## src/rtl/elink_in_frame_assembler_pkg.sv

```systemverilog
// ---------------------------------------------------------------------------
// elink_in_frame_assembler_pkg
//
// Purpose: definitions shared by the E-link input frame assembler and its
// output FIFO.
//   - ISK character-class encodings produced by the 8b10b decoder
//   - FSM state encoding of the assembler
//   - layout of one output FIFO entry, packed as {err, last, first, byte}
//   - small helper functions used at elaboration and in the datapath
// ---------------------------------------------------------------------------
package elink_in_frame_assembler_pkg;

  // Character class presented on ISK alongside every decoded byte.
  localparam logic [1:0] ISK_DATA  = 2'b00;
  localparam logic [1:0] ISK_SOP   = 2'b10;
  localparam logic [1:0] ISK_EOP   = 2'b01;
  localparam logic [1:0] ISK_COMMA = 2'b11;

  // Assembler FSM states.
  localparam logic [1:0] ST_IDLE = 2'd0;
  localparam logic [1:0] ST_DATA = 2'd1;
  localparam logic [1:0] ST_DROP = 2'd2;

  // One FIFO entry: error flag, last flag, first flag, data byte.
  localparam int ENTRY_W = 11;

  typedef struct packed {
    logic       err;
    logic       last;
    logic       first;
    logic [7:0] data;
  } frame_entry_t;

  // Builds an entry from its fields so callers never depend on bit order.
  function automatic frame_entry_t makeEntry(input logic       err,
                                             input logic       last,
                                             input logic       first,
                                             input logic [7:0] data);
    frame_entry_t e;
    e.err   = err;
    e.last  = last;
    e.first = first;
    e.data  = data;
    return e;
  endfunction

  // Pointer width for a power-of-two FIFO: address bits plus one wrap bit,
  // so full and empty can be told apart when the addresses match.
  function automatic int ptrWidth(input int depth);
    return $clog2(depth) + 1;
  endfunction

endpackage

```

## src/rtl/elink_in_fwft_fifo.sv

```systemverilog
// ---------------------------------------------------------------------------
// elink_in_fwft_fifo
//
// Purpose: generic first-word-fall-through FIFO. The head entry is visible on
// rd_data_o whenever empty_o is low; asserting rd_en_i pops it at the next
// clock edge.
//
// Parameters:
//   WIDTH  entry width in bits
//   DEPTH  number of entries, power of two
//
// Ports:
//   clk_i      clock
//   rst_ni     asynchronous active-low reset, empties the FIFO
//   wr_en_i    push wr_data_i (ignored while full)
//   wr_data_i  entry to push
//   full_o     no free entry; reflects state before any pop this cycle
//   rd_en_i    pop the head entry (ignored while empty)
//   rd_data_o  head entry, forced to zero while empty
//   empty_o    no entry stored
// ---------------------------------------------------------------------------
module elink_in_fwft_fifo
  import elink_in_frame_assembler_pkg::*;
#(
  parameter int WIDTH = 11,
  parameter int DEPTH = 16
) (
  input  logic             clk_i,
  input  logic             rst_ni,
  input  logic             wr_en_i,
  input  logic [WIDTH-1:0] wr_data_i,
  output logic             full_o,
  input  logic             rd_en_i,
  output logic [WIDTH-1:0] rd_data_o,
  output logic             empty_o
);

  localparam int PW = ptrWidth(DEPTH);
  localparam int AW = PW - 1;

  logic [PW-1:0]    wrPtr_q;
  logic [PW-1:0]    rdPtr_q;
  logic [WIDTH-1:0] mem_q [DEPTH];
  logic             doWrite;
  logic             doRead;

  // Matching addresses mean empty when the wrap bits agree and full when they
  // differ. Full is taken from the registered pointers, so a pop in the same
  // cycle never makes room for a push.
  assign empty_o = (wrPtr_q == rdPtr_q);
  assign full_o  = (wrPtr_q[AW] != rdPtr_q[AW]) &&
                   (wrPtr_q[AW-1:0] == rdPtr_q[AW-1:0]);

  assign doWrite = wr_en_i && !full_o;
  assign doRead  = rd_en_i && !empty_o;

  // The head is gated to zero while empty so downstream sees clean outputs
  // out of reset and between frames.
  assign rd_data_o = empty_o ? '0 : mem_q[rdPtr_q[AW-1:0]];

  // Pointer bookkeeping; reset empties the FIFO without touching storage.
  always_ff @(posedge clk_i or negedge rst_ni) begin
    if (!rst_ni) begin
      wrPtr_q <= '0;
      rdPtr_q <= '0;
    end else begin
      if (doWrite) begin
        wrPtr_q <= wrPtr_q + PW'(1);
      end
      if (doRead) begin
        rdPtr_q <= rdPtr_q + PW'(1);
      end
    end
  end

  // Storage array; contents are only observable through valid pointers, so
  // it needs no reset.
  always_ff @(posedge clk_i) begin
    if (doWrite) begin
      mem_q[wrPtr_q[AW-1:0]] <= wr_data_i;
    end
  end

endmodule

```

## src/rtl/elink_in_frame_assembler.sv

```systemverilog
// ---------------------------------------------------------------------------
// elink_in_frame_assembler
//
// Purpose: turns the stream of decoded E-link characters (SOP, data, EOP,
// comma) into framed bytes in an output FWFT FIFO. Each byte is kept in a
// one-byte hold register until the next character shows whether it is the
// last byte of its frame, so first/last/err flags travel with the data.
// Truncated frames (restart, length overflow, FIFO overflow) are closed with
// last=1, err=1.
//
// Parameters:
//   FIFO_DEPTH  output FIFO entries, power of two, 4..256
//   MAX_LEN     maximum data bytes per frame, 1..255
//
// Ports:
//   bitCLKx4     clock (decoder character clock)
//   rst_n        asynchronous active-low reset
//   DATA_RDY     strobe: HGFEDCBA/ISK hold a decoded character
//   HGFEDCBA     decoded byte
//   ISK          character class: 00 data, 10 SOP, 01 EOP, 11 comma
//   frame_data   byte at FIFO head
//   frame_first  head byte opens a frame
//   frame_last   head byte closes a frame
//   frame_err    head frame was truncated (meaningful with frame_last)
//   frame_valid  FIFO head is valid
//   frame_ready  consumer takes the head when frame_valid is also high
//   frame_cnt    cleanly closed frames written, wrapping
//   err_cnt      error events, saturating at 255
// ---------------------------------------------------------------------------
module elink_in_frame_assembler
  import elink_in_frame_assembler_pkg::*;
#(
  parameter int FIFO_DEPTH = 16,
  parameter int MAX_LEN    = 64
) (
  input  logic        bitCLKx4,
  input  logic        rst_n,
  input  logic        DATA_RDY,
  input  logic [7:0]  HGFEDCBA,
  input  logic [1:0]  ISK,
  output logic [7:0]  frame_data,
  output logic        frame_first,
  output logic        frame_last,
  output logic        frame_err,
  output logic        frame_valid,
  input  logic        frame_ready,
  output logic [15:0] frame_cnt,
  output logic [7:0]  err_cnt
);

  localparam logic [7:0] MAX_LEN_B = 8'(MAX_LEN);

  logic [1:0]  state_q, state_d;
  logic [7:0]  len_q, len_d;
  logic        holdValid_q, holdValid_d;
  logic        holdPend_q, holdPend_d;
  logic        holdFirst_q, holdFirst_d;
  logic [7:0]  holdByte_q, holdByte_d;
  logic [15:0] frameCnt_q;
  logic [7:0]  errCnt_q;

  logic               charValid;
  logic               holdBusy;
  logic               wrEn;
  frame_entry_t       wrEntry;
  logic               errInc;
  logic               frameInc;
  logic               fifoFull;
  logic               fifoEmpty;
  logic [ENTRY_W-1:0] headBits;
  frame_entry_t       headEntry;

  // Commas and cycles without a strobe are invisible to the FSM.
  assign charValid = DATA_RDY && (ISK != ISK_COMMA);

  // A held byte already closed with last+err that cannot be written this
  // cycle; it blocks the start of a new frame until the FIFO drains.
  assign holdBusy = holdPend_q && fifoFull;

  // Next-state logic. A pending (already closed) held byte is flushed first
  // whenever the FIFO has room; that flush and every frame decision share a
  // single write port, which is safe because a pending byte only exists
  // outside DATA and writes from the character path only happen inside DATA.
  // Any write the frame needs while the FIFO is full turns into a truncation:
  // the held byte is marked pending and the FSM drops the rest of the frame.
  always_comb begin
    state_d     = state_q;
    len_d       = len_q;
    holdValid_d = holdValid_q;
    holdPend_d  = holdPend_q;
    holdFirst_d = holdFirst_q;
    holdByte_d  = holdByte_q;
    wrEn        = 1'b0;
    wrEntry     = '0;
    errInc      = 1'b0;
    frameInc    = 1'b0;

    if (holdPend_q && !fifoFull) begin
      wrEn        = 1'b1;
      wrEntry     = makeEntry(1'b1, 1'b1, holdFirst_q, holdByte_q);
      holdValid_d = 1'b0;
      holdPend_d  = 1'b0;
    end

    if (charValid) begin
      case (state_q)
        ST_IDLE: begin
          if (ISK == ISK_SOP) begin
            if (!holdBusy) begin
              state_d = ST_DATA;
              len_d   = '0;
            end
          end else begin
            errInc = 1'b1;
          end
        end

        ST_DATA: begin
          if (ISK == ISK_DATA) begin
            if (len_q == MAX_LEN_B) begin
              errInc  = 1'b1;
              state_d = ST_DROP;
              if (fifoFull) begin
                holdPend_d = 1'b1;
              end else begin
                wrEn        = 1'b1;
                wrEntry     = makeEntry(1'b1, 1'b1, holdFirst_q, holdByte_q);
                holdValid_d = 1'b0;
              end
            end else if (holdValid_q && fifoFull) begin
              errInc     = 1'b1;
              holdPend_d = 1'b1;
              state_d    = ST_DROP;
            end else begin
              if (holdValid_q) begin
                wrEn    = 1'b1;
                wrEntry = makeEntry(1'b0, 1'b0, holdFirst_q, holdByte_q);
              end
              holdValid_d = 1'b1;
              holdByte_d  = HGFEDCBA;
              holdFirst_d = (len_q == 8'd0);
              len_d       = len_q + 8'd1;
            end
          end else if (ISK == ISK_EOP) begin
            len_d = '0;
            if (!holdValid_q) begin
              errInc  = 1'b1;
              state_d = ST_IDLE;
            end else if (fifoFull) begin
              errInc     = 1'b1;
              holdPend_d = 1'b1;
              state_d    = ST_DROP;
            end else begin
              wrEn        = 1'b1;
              wrEntry     = makeEntry(1'b0, 1'b1, holdFirst_q, holdByte_q);
              frameInc    = 1'b1;
              holdValid_d = 1'b0;
              state_d     = ST_IDLE;
            end
          end else begin
            // SOP inside a frame: close the open one as truncated and restart.
            len_d = '0;
            if (holdValid_q) begin
              errInc = 1'b1;
              if (fifoFull) begin
                holdPend_d = 1'b1;
                state_d    = ST_DROP;
              end else begin
                wrEn        = 1'b1;
                wrEntry     = makeEntry(1'b1, 1'b1, holdFirst_q, holdByte_q);
                holdValid_d = 1'b0;
              end
            end
          end
        end

        ST_DROP: begin
          if (ISK == ISK_SOP) begin
            len_d   = '0;
            state_d = holdBusy ? ST_IDLE : ST_DATA;
          end else if (ISK == ISK_EOP) begin
            state_d = ST_IDLE;
          end
        end

        default: begin
          state_d = ST_IDLE;
        end
      endcase
    end
  end

  // FSM, length and hold register state.
  always_ff @(posedge bitCLKx4 or negedge rst_n) begin
    if (!rst_n) begin
      state_q     <= ST_IDLE;
      len_q       <= '0;
      holdValid_q <= 1'b0;
      holdPend_q  <= 1'b0;
      holdFirst_q <= 1'b0;
      holdByte_q  <= '0;
    end else begin
      state_q     <= state_d;
      len_q       <= len_d;
      holdValid_q <= holdValid_d;
      holdPend_q  <= holdPend_d;
      holdFirst_q <= holdFirst_d;
      holdByte_q  <= holdByte_d;
    end
  end

  // Statistics: clean frames wrap naturally, errors stick at the top.
  always_ff @(posedge bitCLKx4 or negedge rst_n) begin
    if (!rst_n) begin
      frameCnt_q <= '0;
      errCnt_q   <= '0;
    end else begin
      if (frameInc) begin
        frameCnt_q <= frameCnt_q + 16'd1;
      end
      if (errInc && (errCnt_q != 8'hFF)) begin
        errCnt_q <= errCnt_q + 8'd1;
      end
    end
  end

  elink_in_fwft_fifo #(
    .WIDTH (ENTRY_W),
    .DEPTH (FIFO_DEPTH)
  ) u_fifo (
    .clk_i     (bitCLKx4),
    .rst_ni    (rst_n),
    .wr_en_i   (wrEn),
    .wr_data_i (wrEntry),
    .full_o    (fifoFull),
    .rd_en_i   (frame_ready),
    .rd_data_o (headBits),
    .empty_o   (fifoEmpty)
  );

  assign headEntry   = frame_entry_t'(headBits);
  assign frame_valid = !fifoEmpty;
  assign frame_data  = headEntry.data;
  assign frame_first = headEntry.first;
  assign frame_last  = headEntry.last;
  assign frame_err   = headEntry.err;
  assign frame_cnt   = frameCnt_q;
  assign err_cnt     = errCnt_q;

endmodule

```

## config.mk

```make
export PLATFORM = sky130hd
export DESIGN_NAME = elink_in_frame_assembler
export DESIGN_NICKNAME = d
export VERILOG_FILES = /design/src/rtl/elink_in_frame_assembler_pkg.sv /design/src/rtl/elink_in_fwft_fifo.sv /design/src/rtl/elink_in_frame_assembler.sv
export SDC_FILE = /design/constraint.sdc
export NUM_CORES = 1
export LEC_CHECK = 0
export ABC_AREA = 1
export CORE_ASPECT_RATIO = 1.4
export CORE_UTILIZATION = 56
export DETAILED_ROUTE_END_ITERATION = 16
export GPL_TIMING_DRIVEN = 0
export PLACE_DENSITY = 0.75
export SETUP_SLACK_MARGIN = 0.2
export SLEW_MARGIN = 5
export SYNTH_ARGS = -nofsm -noshare
export SYNTH_HDL_FRONTEND = slang
export SYNTH_SLANG_ARGS = --single-unit
```

## constraint.sdc

```tcl
create_clock -name bitCLKx4 -period 2.4 [get_ports bitCLKx4]
set_input_delay 0.72 -clock bitCLKx4 [delete_from_list [all_inputs] [get_ports bitCLKx4]]
set_output_delay 0.72 -clock bitCLKx4 [all_outputs]
set_load 0.05 [all_outputs]
```

==> key figures <==
Outcome
  • Status: complete, but fails checks
  • Failing checks: negative setup slack

Critical path
  • CP Class: flop to primary output
  • CP top delay family: compound AO/OA/AOI/OAI gates
  • CP arrival: around 2.4 ns
  • Worst Path Buf+Inv: 3
  • Critical Path RT: about 1.7 ns
  • CP peak stage delay: between 0.5 and 0.6 ns
  • Startpoint Class: flop
  • CP cell instances: clkinv_4 > clkbuf_2 > o21ai_0 > o22ai_1 > nand2_1 > a31oi_4 > buf_6
  • CP max stage cell: dfrtp_2
  • Crit-path max FO: 10
  • Worst setup EP type: primary output

Clock network
  • Root buffer cell: clkbuf_16
  • Hold_buf cts: 0
  • H-tree Lvls: 1
  • Worst-Skew Late Latency: 0.52 ns
  • # clock sinks: 231
  • Clock transition at the registers of the reported paths: roughly 0.08 ns
  • TritonCTS Buffers: 22
  • CTS Buffer Depth: 3
  • CTS tree: built

Place
  • Placed instance count: approximately 1,200
  • Placer congestion estimate: 0.887
  • DP Worst Slack: -1.24 ns
  • IO buf count: ~50
  • Hpwl dp: around 17,000 um

Logic synthesis
  • Async SR Flop Fraction: 23.8%
  • Syn avg cell area: about 11 um2
  • EDFF count, synth: approximately 180
  • Post-Synth Simple-Gate Area: 15.8%
  • Syn nets: between 900 and 1,000
  • Yosys warns: 0
  • Post-Synth Adder-Cell Area: under 10%
  • Largest family of logic cells by synthesized area: simple AND/OR/NAND/NOR gates
  • Post-synthesis mux area share: 0%
  • Synth Cell Area: approximately 10,000 um2
  • XOR/XNOR share of the synthesized area: about 2.5%
  • Sequential fraction of the synthesis area: 65.1%
  • Number of synthesized register bits: 231
  • Top_reg_cell synth: edfxtp_1
  • Cells after synthesis: ~940
  • Synth cell types: 39
  • Post-synthesis compound-gate area fraction: 10.8%

Cells and area
  • Nets: approximately 1,100
  • Final std cells w/o fill: between 1,000 and 1,500
  • Area growth syn-to-layout: 37.7%
  • Share of layout cells above drive strength 1: 27.6%
  • Fillcell total: around 980
  • Area of the multi-input gates: a little under 4000 um2
  • Ant diodes: 0
  • Register area: around 6700 um2

Pwr
  • Sequential share of power: between 20 and 30%
  • Clk pwr share: a little over a fifth
  • Max VDD drop: 0.783 mV
  • Combinational power share: 49.5%
  • Switching pwr: about 7.4 mW
  • Leakage: about 5.4 nW
  • PD cells: 1220 nW/um2
  • Switching Fraction: between 40% and 50%
  • Pint: 9.88 mW

GRT
  • Largest net degree at the start of global routing: 33
  • Vias in the first global route: 7,989
  • Initial antenna violation count: 0
  • Grt total ovfl: 0
  • GRT Total Usage: between 30 and 40%
  • First-pass GRT wire length: 44,400 um

Routing
  • Post-Route WL: around 33,000 um
  • Via count: between 8,000 and 9,000
  • DR DRC count: 0
  • 1st-pass router iterations: 6
  • Final ANT Viol Nets: 0
  • DR vias/cell: 6.20
  • WL/cell: around 24 um
  • Initial DRC count: 1,015

Floorplanning
  • Die ar.: around 19,000 um2
  • Die height: approximately 160 um
  • Cell row count: a little under 60
  • Initial Util: 57.1%
  • Core area: between 15,000 and 20,000 um2
  • Die Wd: between 100 and 150 um
  • I/O pins: 50

Timing
  • Max-slew violations: 0
  • Clock Skews: 0.0233 ns
  • RSZ-0062 raised after global routing: yes
  • Fin crit period: around 3.1 ns
  • Fmax: between 300 and 400 MHz
  • Final worst slack: -0.733 ns
  • Measured slew at the worst slew-check pin: 0.987 ns
  • Endpoints failing hold: 0
  • Final Setup Violations: roughly 410
  • Max_slew headroom: between 30% and 40%
  • Period utilisation layout: 131%

Job
  • Maxcap violations: 0

Hold path
  • HP Class: input pin to async pin
[Yosys cell counts, types with 5 or more instances]
library cell | number | area, um2
o211ai_1 | 5 | 37.5
edfxtp_1 | 176 | 5290
buf_2 | 8 | 40.0
nor3_1 | 9 | 45.0
dfrtp_1 | 55 | 1380
o21ai_0 | 114 | 571
o22ai_1 | 22 | 138
a21oi_1 | 17 | 85.1
xor2_1 | 23 | 201
inv_1 | 58 | 218
ha_1 | 13 | 163
inv_2 | 9 | 33.8
clkbuf_1 | 28 | 105
nand3_1 | 37 | 185
nand2_2 | 7 | 43.8
a31oi_1 | 13 | 81.3
nor4_1 | 7 | 43.8
nor2_1 | 148 | 556
nand2_1 | 129 | 484
o221ai_1 | 18 | 158
nand4_1 | 5 | 31.3
[cells by family after synthesis]
kind of cell	Yosys count
compound gates	193
xor+xnor	28
fa+ha+maj	13
buf+inv	108
flops	231
simple gates	365
[placed cells by master, fill, tap and decap left out, types with 8 or more instances in the layout]
cell / count
o221ai_2: 9
nand2_1: 107
o22ai_1: 18
nor2_4: 31
nand3_1: 19
o21ai_0: 90
inv_2: 9
nor2_1: 122
a21oi_1: 17
buf_12: 33
xor2_1: 23
clkbuf_8: 8
a31oi_4: 11
nand3_2: 15
ha_1: 12
buf_4: 18
o21ai_1: 25
inv_1: 54
nor3_1: 9
clkdlybuf4s50_1: 14
buf_6: 43
edfxtp_1: 176
dlygate4sd2_1: 15
clkbuf_2: 8
nand2_2: 17
dfrtp_1: 54
o221ai_1: 9
clkbuf_16: 27
[flip-flops by register name (all words and copies together), names as in the netlist]
name	flops
u_fifo.rdPtr_q	5
holdByte_q	8
holdValid_q	1
holdPend_q	1
err_cnt	8
u_fifo.mem_q	176
holdFirst_q	1
u_fifo.wrPtr_q	5
frame_cnt	16
len_q	8
state_q	2
[layout make-up]
| cell class | count | area share (%) |
|---|---|---|
| Sequential cell | 231 | 47.3 |
| Multi-Input combinational cell | 599 | 27.7 |
| Timing Repair Buffer | 132 | 12.7 |
| Tap cell | 240 | 2.13 |
| Clock buffer | 28 | 4.29 |
| Inverter | 68 | 2.04 |
| Buffer | 40 | 2.85 |
| Clock inverter | 12 | 1.02 |
[worst paths after layout]
check,from,endpoint,slack [ns],cells past startpoint
max,u_fifo.rdPtr_q[1]$_DFFE_PN0P_,frame_data[1],-0.73,7
max in group asynchronous,rst_n,frame_cnt[11]$_DFFE_PN0P_,1.50,2
min in group bitCLKx4,holdFirst_q$_DFFE_PN0P_,holdFirst_q$_DFFE_PN0P_,0.52,2
min,rst_n,err_cnt[5]$_DFFE_PN0P_,0.30,1
min reg2reg,holdFirst_q$_DFFE_PN0P_,holdFirst_q$_DFFE_PN0P_,0.52,2
max reg2reg,u_fifo.rdPtr_q[0]$_DFFE_PN0P_,u_fifo.mem_q[9][6]$_DFFE_PP_,-0.50,19
[metrics by stage]
stage / power (mW) / utilization (%) / setup TNS [ns] / hold WS (ns) / area (um2)
5_1_grt: 17.8 / 78.6 / -160.50 / 0.344 / 14100
3_5_place_dp: 11.5 / 64.2 / -227.51 / 0.479 / 11500
3_3_place_gp: 11.4 / 64.1 / -273.04 / 0.473 / 11500
2_1_floorplan: 9.56 / - / 0 / 0.424 / 10700
6_report: 17.2 / 78.6 / -140.39 / 0.296 / 14100
4_1_cts: 16.0 / 74.6 / -19.09 / 0.310 / 13400
[per-layer routing]
layer	track usage [%]	up-vias	routed length, um	share of wire [%]
li1	-	3605	-	-
met1	37.2	4053	10800	33
met2	55.1	531	16500	50
met3	4.07	176	2540	7.8
met4	20.8	0	2850	8.7
met5	0	-	0	0
[power by group through the flow]
stage	logic, mW	registers (mW)	clock network, mW
final	8.53	5.02	3.67
after floorplan	4.28	5.28	0
after global placement	6.36	5.02	0
after CTS	7.46	4.96	3.64
after detailed placement	6.48	5.03	0
after global routing	8.86	5.05	3.84
[timing repair]
item | in CTS | in global routing
buffers inserted | 46 | 24
pin swaps | 46 | 58
resized for setup | 227 | 111
setup endpoints to repair | 402 | 427
gates cloned | 6 | 6
[worst reg2reg max path, delay by kind of cell, from the launching register on]
family	cells	cell delay (ns)
buffers and inverters	10	1.29
flip-flops	1	0.37
AND/OR/NAND/NOR	9	0.95
Note: power is estimated with default switching activity, not from simulation.
